--- config.mk ---
export PLATFORM = sky130hd
export DESIGN_NAME = alu_mdu_seq_flat
export DESIGN_NICKNAME = d
export VERILOG_FILES = /design/src/rtl/alu_mdu_seq_if.sv /design/src/rtl/alu_mdu_seq.sv /design/src/flat_wrapper.sv
export SDC_FILE = /design/constraint.sdc
export NUM_CORES = 1
export LEC_CHECK = 0
export CAP_MARGIN = 20
export CELL_PAD_IN_SITES_DETAIL_PLACEMENT = 0
export CELL_PAD_IN_SITES_GLOBAL_PLACEMENT = 1
export CORE_MARGIN = 4
export CORE_UTILIZATION = 25
export CTS_BUF_LIST = sky130_fd_sc_hd__clkbuf_4
export DETAILED_ROUTE_END_ITERATION = 6
export GPL_TIMING_DRIVEN = 0
export PLACE_DENSITY = 0.73
export SLEW_MARGIN = 15
export SYNTH_ARGS = -nofsm -noshare
export SYNTH_HDL_FRONTEND = slang
export SYNTH_SLANG_ARGS = --single-unit
--- constraint.sdc ---
create_clock -name clk -period 2.3 [get_ports clk]
set_input_delay 0.46 -clock clk [delete_from_list [all_inputs] [get_ports clk]]
set_output_delay 0.46 -clock clk [all_outputs]
set_load 0.02 [all_outputs]
--- src/rtl/alu_mdu_seq_if.sv ---
// Request/response bundle between the CPU and the multiply/divide sequencer.
// The CPU side is the master, the sequencer the slave.
interface alu_mdu_seq_if #(
  parameter int XLEN = 32
);
  logic            start;
  logic            op;
  logic [XLEN-1:0] opa;
  logic [XLEN-1:0] opb;
  logic            busy;
  logic            done;
  logic            div_zero;
  logic [XLEN-1:0] hi;
  logic [XLEN-1:0] lo;

  modport master (
    output start,
    output op,
    output opa,
    output opb,
    input  busy,
    input  done,
    input  div_zero,
    input  hi,
    input  lo
  );

  modport slave (
    input  start,
    input  op,
    input  opa,
    input  opb,
    output busy,
    output done,
    output div_zero,
    output hi,
    output lo
  );
endinterface

--- src/rtl/alu_mdu_seq.sv ---
// Multi-cycle unsigned multiply / restoring divide sequencer.
// Borrows the shared ALU: one add or subtract per iteration.
module alu_mdu_seq #(
  parameter int XLEN  = 32,
  parameter int CNT_W = 5
) (
  input  logic            clk,
  input  logic            rst_n,
  alu_mdu_seq_if.slave    bus,
  output logic [XLEN-1:0] alu_a,
  output logic [XLEN-1:0] alu_b,
  output logic [2:0]      alu_ctr,
  input  logic [XLEN-1:0] alu_res,
  input  logic            alu_co
);

  localparam logic [2:0] ALU_ADD = 3'b010;
  localparam logic [2:0] ALU_SUB = 3'b110;

  typedef enum logic [1:0] {
    S_IDLE,
    S_RUN,
    S_DONE
  } state_t;

  state_t          state_q;
  logic            op_q;
  logic [XLEN-1:0] m_q;
  logic [XLEN-1:0] hi_q;
  logic [XLEN-1:0] lo_q;
  logic [CNT_W-1:0] cnt_q;
  logic            busy_q;
  logic            done_q;
  logic            dz_q;

  logic [XLEN-1:0] div_t;
  logic            div_msb;
  logic            div_take;
  logic            run_mul;
  logic            run_div;

  assign run_mul = (state_q == S_RUN) && !op_q;
  assign run_div = (state_q == S_RUN) && op_q;

  // msb covers the 33-bit partial remainder that t cannot hold
  always_comb begin
    div_t    = {hi_q[XLEN-2:0], lo_q[XLEN-1]};
    div_msb  = hi_q[XLEN-1];
    div_take = div_msb | alu_co;
  end

  always_comb begin
    alu_ctr = ALU_ADD;
    alu_a   = '0;
    alu_b   = '0;
    unique case (1'b1)
      run_mul: begin
        alu_a = hi_q;
        alu_b = lo_q[0] ? m_q : '0;
      end
      run_div: begin
        alu_ctr = ALU_SUB;
        alu_a   = div_t;
        alu_b   = m_q;
      end
      default: ;
    endcase
  end

  always_ff @(posedge clk or negedge rst_n) begin
    if (!rst_n) begin
      state_q <= S_IDLE;
      op_q    <= 1'b0;
      m_q     <= '0;
      hi_q    <= '0;
      lo_q    <= '0;
      cnt_q   <= '0;
      busy_q  <= 1'b0;
      done_q  <= 1'b0;
      dz_q    <= 1'b0;
    end else begin
      done_q <= 1'b0;
      case (state_q)
        S_IDLE, S_DONE: begin
          if (bus.start) begin
            op_q  <= bus.op;
            m_q   <= bus.opb;
            cnt_q <= '0;
            dz_q  <= 1'b0;
            if (bus.op && (bus.opb == '0)) begin
              lo_q    <= '1;
              hi_q    <= bus.opa;
              dz_q    <= 1'b1;
              done_q  <= 1'b1;
              busy_q  <= 1'b0;
              state_q <= S_DONE;
            end else begin
              lo_q    <= bus.opa;
              hi_q    <= '0;
              busy_q  <= 1'b1;
              state_q <= S_RUN;
            end
          end else begin
            state_q <= S_IDLE;
          end
        end
        S_RUN: begin
          cnt_q <= cnt_q + CNT_W'(1);
          if (op_q) begin
            if (div_take) begin
              hi_q <= alu_res;
              lo_q <= {lo_q[XLEN-2:0], 1'b1};
            end else begin
              hi_q <= div_t;
              lo_q <= {lo_q[XLEN-2:0], 1'b0};
            end
          end else begin
            hi_q <= {alu_co, alu_res[XLEN-1:1]};
            lo_q <= {alu_res[0], lo_q[XLEN-1:1]};
          end
          if (cnt_q == '1) begin
            busy_q  <= 1'b0;
            done_q  <= 1'b1;
            state_q <= S_DONE;
          end
        end
        default: state_q <= S_IDLE;
      endcase
    end
  end

  assign bus.busy     = busy_q;
  assign bus.done     = done_q;
  assign bus.div_zero = dz_q;
  assign bus.hi       = hi_q;
  assign bus.lo       = lo_q;

endmodule

--- src/flat_wrapper.sv ---
// flat-port wrapper written by rule: the top's interface ports become plain ports
module alu_mdu_seq_flat 
#(
  parameter int XLEN  = 32,
  parameter int CNT_W = 5
)
  (clk, rst_n, alu_a, alu_b, alu_ctr, alu_res, alu_co, bus_start, bus_op, bus_opa, bus_opb, bus_busy, bus_done, bus_div_zero, bus_hi, bus_lo);
  alu_mdu_seq_if #(.XLEN(XLEN)) bus_i ();
  input  logic clk;
  input  logic rst_n;
  output logic [XLEN-1:0] alu_a;
  output logic [XLEN-1:0] alu_b;
  output logic [2:0] alu_ctr;
  input  logic [XLEN-1:0] alu_res;
  input  logic alu_co;
  input wire logic [$bits(bus_i.start)-1:0] bus_start;
  input wire logic [$bits(bus_i.op)-1:0] bus_op;
  input wire logic [$bits(bus_i.opa)-1:0] bus_opa;
  input wire logic [$bits(bus_i.opb)-1:0] bus_opb;
  output wire logic [$bits(bus_i.busy)-1:0] bus_busy;
  output wire logic [$bits(bus_i.done)-1:0] bus_done;
  output wire logic [$bits(bus_i.div_zero)-1:0] bus_div_zero;
  output wire logic [$bits(bus_i.hi)-1:0] bus_hi;
  output wire logic [$bits(bus_i.lo)-1:0] bus_lo;
  assign bus_i.start = bus_start;
  assign bus_i.op = bus_op;
  assign bus_i.opa = bus_opa;
  assign bus_i.opb = bus_opb;
  assign bus_busy = bus_i.busy;
  assign bus_done = bus_i.done;
  assign bus_div_zero = bus_i.div_zero;
  assign bus_hi = bus_i.hi;
  assign bus_lo = bus_i.lo;
  alu_mdu_seq #(.XLEN(XLEN), .CNT_W(CNT_W)) u_core (.clk(clk), .rst_n(rst_n), .bus(bus_i), .alu_a(alu_a), .alu_b(alu_b), .alu_ctr(alu_ctr), .alu_res(alu_res), .alu_co(alu_co));
endmodule
# After elaboration in Yosys (flattened, before gate mapping)
# Cells that the tools add are included.
# W data, S select, Z words.
[classes] add_sub_neg=1 n_eq_ne=5 muxes=28 bitwise=1 n_reduce_logical=11
[op_table] op="$mux W32" count=8
[op_table] op="$pmux W32 S2" count=4
[op_table] op="$logic_not A32 Y1" count=1
[op_table] op="$pmux W5 S2" count=1
[op_table] op="$mux W1" count=7
[op_table] op="$mux W2" count=3
[op_table] op="$add A5 B1 Y5 const B" count=1
[op_table] op="$eq A5 B5 Y1 const B" count=1
[op_table] op="$mux W5" count=1
[op_table] op="$ne A2 B2 Y1 const B" count=2
[op_table] op="$pmux W1 S2" count=2
[op_table] op="$pmux W2 S2" count=1
[op_table] op="$reduce_and A2 Y1" count=2
[op_table] op="$logic_and A1 B1 Y1" count=3
[op_table] op="$mux W3" count=1
[op_table] op="$reduce_and A3 Y1" count=1
[op_table] op="$eq A2 B1 Y1 const B" count=1
[op_table] op="$eq A2 B2 Y1 const B" count=1
[op_table] op="$logic_not A2 Y1" count=1
[op_table] op="$reduce_bool A2 Y1" count=1
[op_table] op="$reduce_or A2 Y1" count=1
[op_table] op="$logic_not A1 Y1" count=1
[op_table] op="$or A1 B1 Y1" count=1
[word_totals] register_bits=107 in_bits=101 word_cells=55

# Logic depth before layout (Yosys ltp)
# Gate-level depths: netlist (run 1).
[logic_depth] ltp_word=5 mapped_depth=7 depth_no_buf=6

# Least setup slack after synthesis (run 1)
# Ideal clock, no wire load.
[synth_path] path_type="register to output" from="register u_core.state_q[1]" to="output alu_a[10]" t_arrival_ns=1.477 setup_slack_ns=0.363 path_stages_with_launch=7 n_path_buf=4 cell_sequence="dfrtp_1 -> nand2b_1 -> buf_2 -> buf_2 -> clkbuf_1 -> buf_2 -> nor2_1"
[synth_between] elab_chain_len=3 word_cells_on_any_way=4 cone_classes="eq/ne (1); mux (1); reduce/logical (2)"
[synth_rtl] item="start, declared" line_no="alu_mdu_seq.sv:26" text="state_t state_q;"
[synth_rtl] item="start signal, assigned" line_no="alu_mdu_seq.sv:72" text="state_q <= S_IDLE;"
[synth_rtl] item="start signal, assigned" line_no="alu_mdu_seq.sv:96" text="state_q <= S_DONE;"
[synth_rtl] item="start signal, assigned" line_no="alu_mdu_seq.sv:101" text="state_q <= S_RUN;"
[synth_rtl] item="$eq A2 B1 Y1 *" line_no="alu_mdu_seq.sv:42, alu_mdu_seq.sv:43"
[synth_rtl] item="$logic_and A1 B1 Y1 (on tied branches)" line_no="alu_mdu_seq.sv:43, alu_mdu_seq.sv:42"
[synth_rtl] item="$pmux W32 S2 *" line_no="alu_mdu_seq.sv:56" text="unique case (1'b1)"
[synth_rtl] item="end, declared" line_no="flat_wrapper.sv:11" text="output logic [XLEN-1:0] alu_a;"
# Mark *: on every way between the ends. The rest lies on a longest branch, timed or not.

# Worst setup path after layout (run 1)
[layout_path] from="register u_core.op_q" to="output alu_b[25]"
[layout_between] elab_chain_len=3 word_cells_on_any_way=4 cone_classes="mux (1); reduce/logical (3)"
[layout_rtl] item="start, declared" line_no="alu_mdu_seq.sv:27" text="logic op_q;"
[layout_rtl] item="start signal, assigned" line_no="alu_mdu_seq.sv:86" text="op_q <= bus.op;"
[layout_rtl] item="$logic_not A1 Y1" line_no="alu_mdu_seq.sv:42" text="assign run_mul = (state_q == S_RUN) && !op_q;"
[layout_rtl] item="$logic_and A1 B1 Y1" line_no="alu_mdu_seq.sv:42"
[layout_rtl] item="$pmux W32 S2 *" line_no="alu_mdu_seq.sv:56"
[layout_rtl] item="end, declared" line_no="flat_wrapper.sv:12" text="output logic [XLEN-1:0] alu_b;"
# Marked as above.

==> results of run 1 <==
layout make-up:
class	count	area, µm²	share of cell area (%)
Multi-Input combinational cell	595	4160	39.2
Timing Repair Buffer	257	2710	25.5
Sequential cell	107	2680	25.2
Buffer	67	502	4.72
Tap cell	335	419	3.95
Clock buffer	11	82.6	0.777
Clock inverter	5	62.6	0.589
Antenna cell	2	5.00	0.0471
cell families after synthesis:
| group | count (synthesis) | synth area share [%] |
|---|---|---|
| other | 2 | 0.113 |
| AO/OA/AOI/OAI | 172 | 15.6 |
| buffers and inverters | 71 | 4.88 |
| flip-flops | 107 | 40.3 |
| AND/OR/NAND/NOR | 324 | 23.8 |
| multiplexers | 95 | 14.9 |
| adder cells (fa/ha/maj) | 2 | 0.377 |
flip-flops by register name, indices dropped and copies added, names as in the netlist:
register / count
u_core.bus.busy: 1
u_core.bus.div_zero: 1
u_core.bus.done: 1
u_core.bus.hi: 32
u_core.bus.lo: 32
u_core.cnt_q: 5
u_core.m_q: 32
u_core.op_q: 1
u_core.state_q: 2
power by group:
| group | leakage, nW | internal (mW) | switching [mW] |
|---|---|---|---|
| registers | 1.29 | 2.79 | 1.29 |
| logic | 3.12 | 5.61 | 5.58 |
| clock network | 0.0737 | 0.361 | 0.705 |
| total | 4.49 | 8.76 | 7.57 |
per-layer routing:
layer  vias to the layer above  track usage, %
met5                         -               0
met4                         8            3.24
met3                        21            7.69
met2                       263            31.6
met1                      3415            25.2
li1                       3238               -
metrics by stage:
stage | worst slack [ns] | area, µm² | hold WS [ns] | utilization [%] | power (mW)
6_report | -0.00485 | 10600 | 0.436 | 40.8 | 16.3
4_1_cts | -0.124 | 10200 | 0.425 | 39.2 | 15.5
2_1_floorplan | 0.363 | 6640 | 0.164 | - | 8.66
3_3_place_gp | -3.77 | 9380 | 0.450 | 36.0 | 12.9
5_1_grt | -0.0785 | 10600 | 0.447 | 40.8 | 17.4
3_5_place_dp | -1.06 | 9410 | 0.454 | 36.1 | 13.0
how the worst max path moves through the flow:
stage	slack [ns]	cells after the start	end	start
finish	-0.005	7	alu_b[25]	u_core.op_q$_DFFE_PN0P_
CTS	-0.12	7	alu_a[28]	u_core.state_q[1]$_DFFE_PN0P_
detailed placement	-1.06	7	alu_a[29]	u_core.state_q[0]$_DFFE_PN0P_
floorplan	0.36	6	alu_a[10]	u_core.state_q[1]$_DFFE_PN0P_
global placement	-3.77	1	u_core.bus.hi[16]$_DFFE_PN0P_	rst_n
global route	-0.08	7	alu_b[21]	u_core.op_q$_DFFE_PN0P_
critical path, cell delays in order (launching register included):
cell and delay (ns):
dfrtp_1 0.41, buf_6 0.14, nor2_2 0.17, nor2_4 0.06, buf_12 0.15, buf_8 0.13, and2_4 0.15, buf_6 0.12
placed cells by master, fill, tap and decap left out, drive strengths merged, types with 31 or more instances in the layout:
master         instances
clkdlybuf4s50        164
buf                  118
dfrtp                107
nand2                105
nor2                 101
o21ai                 72
mux2i                 63
a211oi                62
clkbuf                50
and3                  35
and2                  33
mux2                  32
a21oi                 32
nor3b                 31
repair_timing:
| action | in CTS | in global routing |
|---|---|---|
| buffers inserted | 10 | 5 |
| setup endpoints to repair | 84 | 65 |
| pin swaps | 33 | 12 |
| hold buffers | 1 | 0 |
| resized for setup | 525 | 63 |
| endpoints found under the hold margin | 53 | 0 |
| gates cloned | 4 | 4 |
==> metrics.txt, run 1 <==
CTS Buffer Depth=2; DRC marker count from the first detailed-route iteration=438; metal3 WL=3020 µm; FP Rows=59; fmax=0.434 GHz; ys flop type=dfrtp_1; #FFs+latches synth=107; H-tree depth=3; Crit. End Element=output port; core footprint=26100 µm²; CP required=1.84 ns; Tmin final=2.30 ns; Non-Filler Instances=1379; Yosys warnings=0; Reg2Reg Depth=5; status=complete, but fails checks; Root Driver=clkbuf_4; setup ws final=-0.00485 ns; crit path max fanout=8; Post-Place Cells=1341; CP Class=reg -> out; Final period util=100%; die area=29200 µm²; failing checks=setup timing; sequential share of the synthesized area=40.3%; Post-Syn Area=6640 µm²; number of synthesized flops with an enable pin=0; LEAKAGE=4.49 nW; Detail Placement HPWL=21000 µm; Starting Density=25.5%; net count after synthesis=876; gr ovfl total=0; Clock Sink Count=107; most numerous cell in the Yosys netlist=dfrtp_1; top post-synthesis cells by count=dfrtp_1, nand2_1, nor2_1, mux2i_1, a211oi_1; pin count of the biggest net entering global routing=55; share of cells above drive strength 1=25.7%; max cap viols=0; share of async-settable or async-resettable flops after synthesis=100%; wire length per cell=21.2 µm; Final Hold Viols=0; Die W=171 µm; slack of the worst reg-to-reg path=0.20 ns; final clock skew=0.0197 ns; Slew Limit Fails=0; PortBufs=232; initial antenna violation count=6; # fillers=2660; Setup TNS=-0.0146 ns; met2 WL=13600 µm; CP Launch Type=flop; Global Route Usage Sum=19.5%; via/cell ratio=5.04; Power per Cell Area=1540 nW/µm²; Worst Path Arrival=1.84 ns; RSZ-0062 raised after global routing=true; Peak VDD IR=0.758 mV; distinct cell type count after synthesis=36; capturing point of the worst reg2reg path=u_core.bus.hi[28]$_DFFE_PN0P_; FF-to-FF Start=u_core.bus.hi[31]$_DFFE_PN0P_; total CTS buffers=9; via count=6945; CTS tree=yes; Hold Path Class=in -> async; final setup vio count=5; P&R area growth vs syn=60.0%; Top-Level Pins=235; Yosys top cell area share=40.3%; slew at the pin with the worst max-slew slack=0.663 ns; Area contributors post-synth=dfrtp_1, mux2i_1, a211oi_1; WL final=29300 µm; Clk Latency, worst-skew pair=0.51 ns; Syn Inst Count=773; die height=171 µm; RePlAce Congestion=0.857; first-pass GRT wire length=44000 µm; Syn Area/Cell=8.59 µm²; Routed Antenna Nets=0; top routing layer in use=met5; drt drc=0; nets@finish=1140; max_slew headroom=55.8%; Pre-antenna DRT Iters=5; most area-hungry cell type in the Yosys netlist=dfrtp_1; vias in the first global route=7130; clk slew on worst S/H paths=0.18 ns; DRT met1 WL=12300 µm
Note: power is estimated with default switching activity, not from simulation.
==> inputs of run 2 (changes only) <==
Settings changed: GPL_TIMING_DRIVEN 0 to default.
==> run 2 against run 1 <==
Setup slack gained 0.024 ns; sequential power shrank 5%; die area is the same; largest cell class unchanged; total power shrank 13%; clock power shrank 11%; cell area shrank 7.5%; global-route usage shrank 3.2 points; flip-flop and latch count is the same; critical path depth shrank 1; first-iteration DRC count shrank 1.4%; the flow now finishes without violations; maximum frequency grew 1.0%; final cell count shrank 3.3%.
==> metrics.txt, run 2 (synthesis gave the netlist of run 1 again) <==
LEAKAGE=4.31 nW; drt drc=0; share of cells above drive strength 1=19.5%; Final period util=99.2%; CP Class=reg -> out; WL final=24900 µm; P&R area growth vs syn=48.0%; Root Driver=clkbuf_4; Global Route Usage Sum=16.3%; total CTS buffers=9; via count=6584; initial antenna violation count=4; most frequent cells in the layout=clkdlybuf4s50_1, dfrtp_1, nand2_1, nor2_1, a211oi_1; status=complete, no violations; CP Buf/Inv Count=3; Power per Cell Area=1440 nW/µm²; metal3 WL=2800 µm; Top cell by count, worst path=nor2_4; Post-Place Cells=1302; CP Launch Type=flop; RePlAce Congestion=0.787; slew at the pin with the worst max-slew slack=0.506 ns; Hold Path Class=in -> async; Setup TNS=0 ns; core footprint=26100 µm²; via/cell ratio=4.94; DRT met1 WL=10500 µm; met2 WL=11400 µm; CP max-delay cell=dfrtp_4; Top-Level Pins=235; setup ws final=0.0188 ns; commonest non-fill, non-tap cell in the layout=clkdlybuf4s50_1; Clock Sink Count=107; CTS tree=yes; vias in the first global route=6586; DRC marker count from the first detailed-route iteration=432; max_slew headroom=66.3%; CTS Buffer Depth=2; Die W=171 µm; top routing layer in use=met5; final setup vio count=0; pin count of the biggest net entering global routing=76; RSZ-0062 raised after global routing=true; crit path max fanout=8; CP max stage delay=0.57 ns; Tmin final=2.28 ns; H-tree depth=3; Final Hold Viols=0; FP Rows=59; CP top delay family=flip-flops; Worst Path Arrival=1.82 ns; Non-Filler Instances=1334; Detail Placement HPWL=17400 µm; Peak VDD IR=0.745 mV; CP Cell Sequence=nor2_4 -> nor2_4 -> buf_12 -> clkbuf_16 -> and2_1 -> buf_2; total power=14.2 mW; fmax=0.438 GHz; PortBufs=232; die area=29200 µm²; Crit. End Element=output port; final clock skew=0.0171 ns; wire length per cell=18.7 µm; Starting Density=25.5%; Clk Latency, worst-skew pair=0.48 ns; Routed Antenna Nets=0; first-pass GRT wire length=38100 µm; max cap viols=0; clk slew on worst S/H paths=0.18 ns; Slew Limit Fails=0; die height=171 µm; post-place setup slack=0.0359 ns; Pre-antenna DRT Iters=5; nets@finish=1094; CP required=1.84 ns; gr ovfl total=0
run 2: cell types whose count changed in the layout (fill, tap and decap cells not counted), moves of 10 or more:
cell / previous run / this run
mux2i_1: 37 / 61
buf_4: 21 / 31
buf_12: 7 / 18
nor2_1: 69 / 98
clkbuf_1: 32 / 0
nor2_2: 13 / 0
buf_6: 63 / 31
mux2i_4: 19 / 0
nor2_4: 19 / 3
run 2: worst paths after layout:
| path | startpoint | slack (ns) | endpoint | cells past startpoint |
|---|---|---|---|---|
| worst max register to register | u_core.op_q$_DFFE_PN0P_ | 0.46 | u_core.bus.hi[31]$_DFFE_PN0P_ | 6 |
| worst min register to register | u_core.m_q[5]$_DFFE_PN0P_ | 0.49 | u_core.m_q[5]$_DFFE_PN0P_ | 2 |
| min in group clk | u_core.m_q[5]$_DFFE_PN0P_ | 0.49 | u_core.m_q[5]$_DFFE_PN0P_ | 2 |
| max in group asynchronous | rst_n | 1.21 | u_core.bus.lo[8]$_DFFE_PN0P_ | 3 |
| worst min-delay path | rst_n | 0.45 | u_core.m_q[9]$_DFFE_PN0P_ | 2 |
| worst max-delay path | u_core.op_q$_DFFE_PN0P_ | 0.02 | alu_b[24] | 6 |
run 2: what timing repair did:
item,CTS,global route
endpoints found under the hold margin,33,0
cloned,1,3
hold buffers,1,0
buffers inserted,4,4
pin swaps,0,22
gates resized for setup,217,147
setup endpoints to repair,65,64
run 2: through the flow:
stage | area [µm²] | utilization [%] | hold slack (ns)
6_report | 9830 | 37.7 | 0.451
5_1_grt | 9820 | 37.7 | 0.452
4_1_cts | 9680 | 37.2 | 0.406
3_5_place_dp | 9550 | 36.6 | 0.455
3_3_place_gp | 9550 | 36.6 | 0.449
2_1_floorplan | 6640 | - | 0.164
run 2: power by group:
group / switching (mW) / internal (mW)
clock: 0.706 / 0.246
combinational: 4.83 / 4.52
sequential: 1.09 / 2.79
total: 6.63 / 7.55
run 2: cell type report:
| type | count | area [µm²] |
|---|---|---|
| flip-flops and latches | 107 | 2680 |
| clock buffers | 10 | 75.1 |
| clock inverters | 6 | 46.3 |
| diodes | 3 | 7.51 |
| multi-input cells | 595 | 3750 |
| repair buffers | 278 | 2850 |
| well taps | 335 | 419 |
| fillers | 2683 | 16200 |
run 2: routing by layer:
layer / track usage [%] / vias up
met5: 0 / -
met1: 20.9 / 3175
li1: - / 3150
met2: 25.7 / 234
met3: 7.46 / 21
met4: 3.31 / 4
==> inputs of run 3 (changes only) <==
Clock period 2.3 ns to 2.6 ns, I/O delays scaled along.
==> run 3 against run 2 <==
The run now ends with setup timing left; sequential power down 12%; global-route usage down 0.095 points; flip-flop and latch count unchanged; combinational power down 21%; via count down 1.8%; register-to-register slack better by 0.25 ns; clock power down 12%.
==> metrics.txt, run 3 (synthesis gave the netlist of run 1 again) <==
LEAKAGE=4.16 nW; Starting Density=25.5%; Routed Antenna Nets=0; Detail Placement HPWL=17200 µm; status=complete, but fails checks; vias in the first global route=6534; DRC marker count from the first detailed-route iteration=350; via/cell ratio=4.93; CP Cell Sequence=buf_12 -> mux2i_1 -> nor2_1 -> clkdlybuf4s50_1; P&R area growth vs syn=42.4%; Top-Level Pins=235; postcts setup bufs=0; multi-input logic area=3670 µm²; FF-to-FF Start=u_core.state_q[0]$_DFFE_PN0P_; CP Launch Type=flop; Setup TNS=-0.486 ns; most frequent cells in the layout=clkdlybuf4s50_1, nand2_1, dfrtp_1, nor2_1, mux2i_1; Post-Place Cells=1294; gr ovfl total=0; total power=11.6 mW; H-tree depth=3; setup ws final=-0.160 ns; die area=29200 µm²; PortBufs=232; max cap viols=0; post-place setup slack=0.261 ns; WL final=24100 µm; total CTS buffers=9; Final Hold Viols=0; core footprint=26100 µm²; CP Class=reg -> out; failing checks=setup timing; commonest non-fill, non-tap cell in the layout=clkdlybuf4s50_1; FP Rows=59; CTS tree=yes; Global Route Usage Sum=16.3%; Peak VDD IR=0.563 mV; RSZ-0062 raised after global routing=true; share of cells above drive strength 1=8.81%; crit path max fanout=48; die height=171 µm; clk slew on worst S/H paths=0.19 ns; CP max stage delay=0.64 ns; Tmin final=2.76 ns; # fillers=2781; final clock skew=0.0328 ns; Hold Path Class=in -> async; Die W=171 µm; Crit. End Element=output port; Slew Limit Fails=0; initial antenna violation count=2; CP max-delay cell=clkdlybuf4s50_1; wire length per cell=18.3 µm; final setup vio count=5; Worst Path Arrival=2.24 ns; Root Driver=clkbuf_4; timing startpoint of the critical path=u_core.op_q$_DFFE_PN0P_; RePlAce Congestion=0.778; Clk Latency, worst-skew pair=0.49 ns; Pre-antenna DRT Iters=5; CTS Buffer Depth=2; fmax=0.362 GHz; nets@finish=1074; first-pass GRT wire length=38100 µm; Final period util=106%; drt drc=0; Register Area=2680 µm²; via count=6467; pin count of the biggest net entering global routing=63; Power per Cell Area=1230 nW/µm²; Clock Sink Count=107; Non-Filler Instances=1312; CP required=2.08 ns
-- run 3: layer usage --
metal	global-route usage [%]	wire, µm	up-vias
li1	-	-	3110
met1	21.1	10300	3108
met2	25.5	10700	236
met3	7.49	2870	11
met4	2.48	158	2
met5	0	13	-
-- run 3: path summary, 6_finish.rpt --
kind | endpoint | slack (ns) | cells past startpoint
max | alu_a[20] | -0.16 | 4
min | u_core.m_q[6]$_DFFE_PN0P_ | 0.48 | 2
max reg2reg | u_core.bus.hi[19]$_DFFE_PN0P_ | 0.71 | 6
min reg2reg | u_core.m_q[6]$_DFFE_PN0P_ | 0.49 | 2
max in group asynchronous | u_core.m_q[24]$_DFFE_PN0P_ | 1.41 | 3
min in group clk | u_core.m_q[6]$_DFFE_PN0P_ | 0.49 | 2
-- run 3: area by class of cell --
type | count | area share (%)
multi-input cells | 595 | 38.8
flip-flops and latches | 107 | 28.4
repair buffers | 258 | 27.0
well taps | 335 | 4.43
clock buffers | 10 | 0.794
clock inverters | 6 | 0.516
diodes | 1 | 0.0265
-- run 3: timing repair --
item / CTS / global route
endpoints found under the setup margin: 65 / 7
gates resized for setup: 62 / 2
endpoints found under the hold margin: 27 / 0
hold buffers: 1 / 0
-- run 3: through the flow --
step / hold WS (ns) / utilization, % / area [µm²]
2_1_floorplan: 0.224 / - / 6640
3_3_place_gp: 0.449 / 36.0 / 9390
3_5_place_dp: 0.454 / 36.0 / 9390
4_1_cts: 0.428 / 36.3 / 9450
5_1_grt: 0.440 / 36.3 / 9460
6_report: 0.479 / 36.3 / 9460
-- run 3: worst max-delay path: cells and delay by family, from the launching register on --
family	cells	cell delay (ns)
AND/OR/NAND/NOR	1	0.11
flip-flops	1	0.56
buffers and inverters	2	0.84
multiplexers	1	0.17
-- run 3: power by group --
group          switching (mW)  total [mW]  internal [mW]
sequential              0.939        3.41           2.47
clock                   0.617       0.835          0.218
combinational            4.05        7.39           3.34
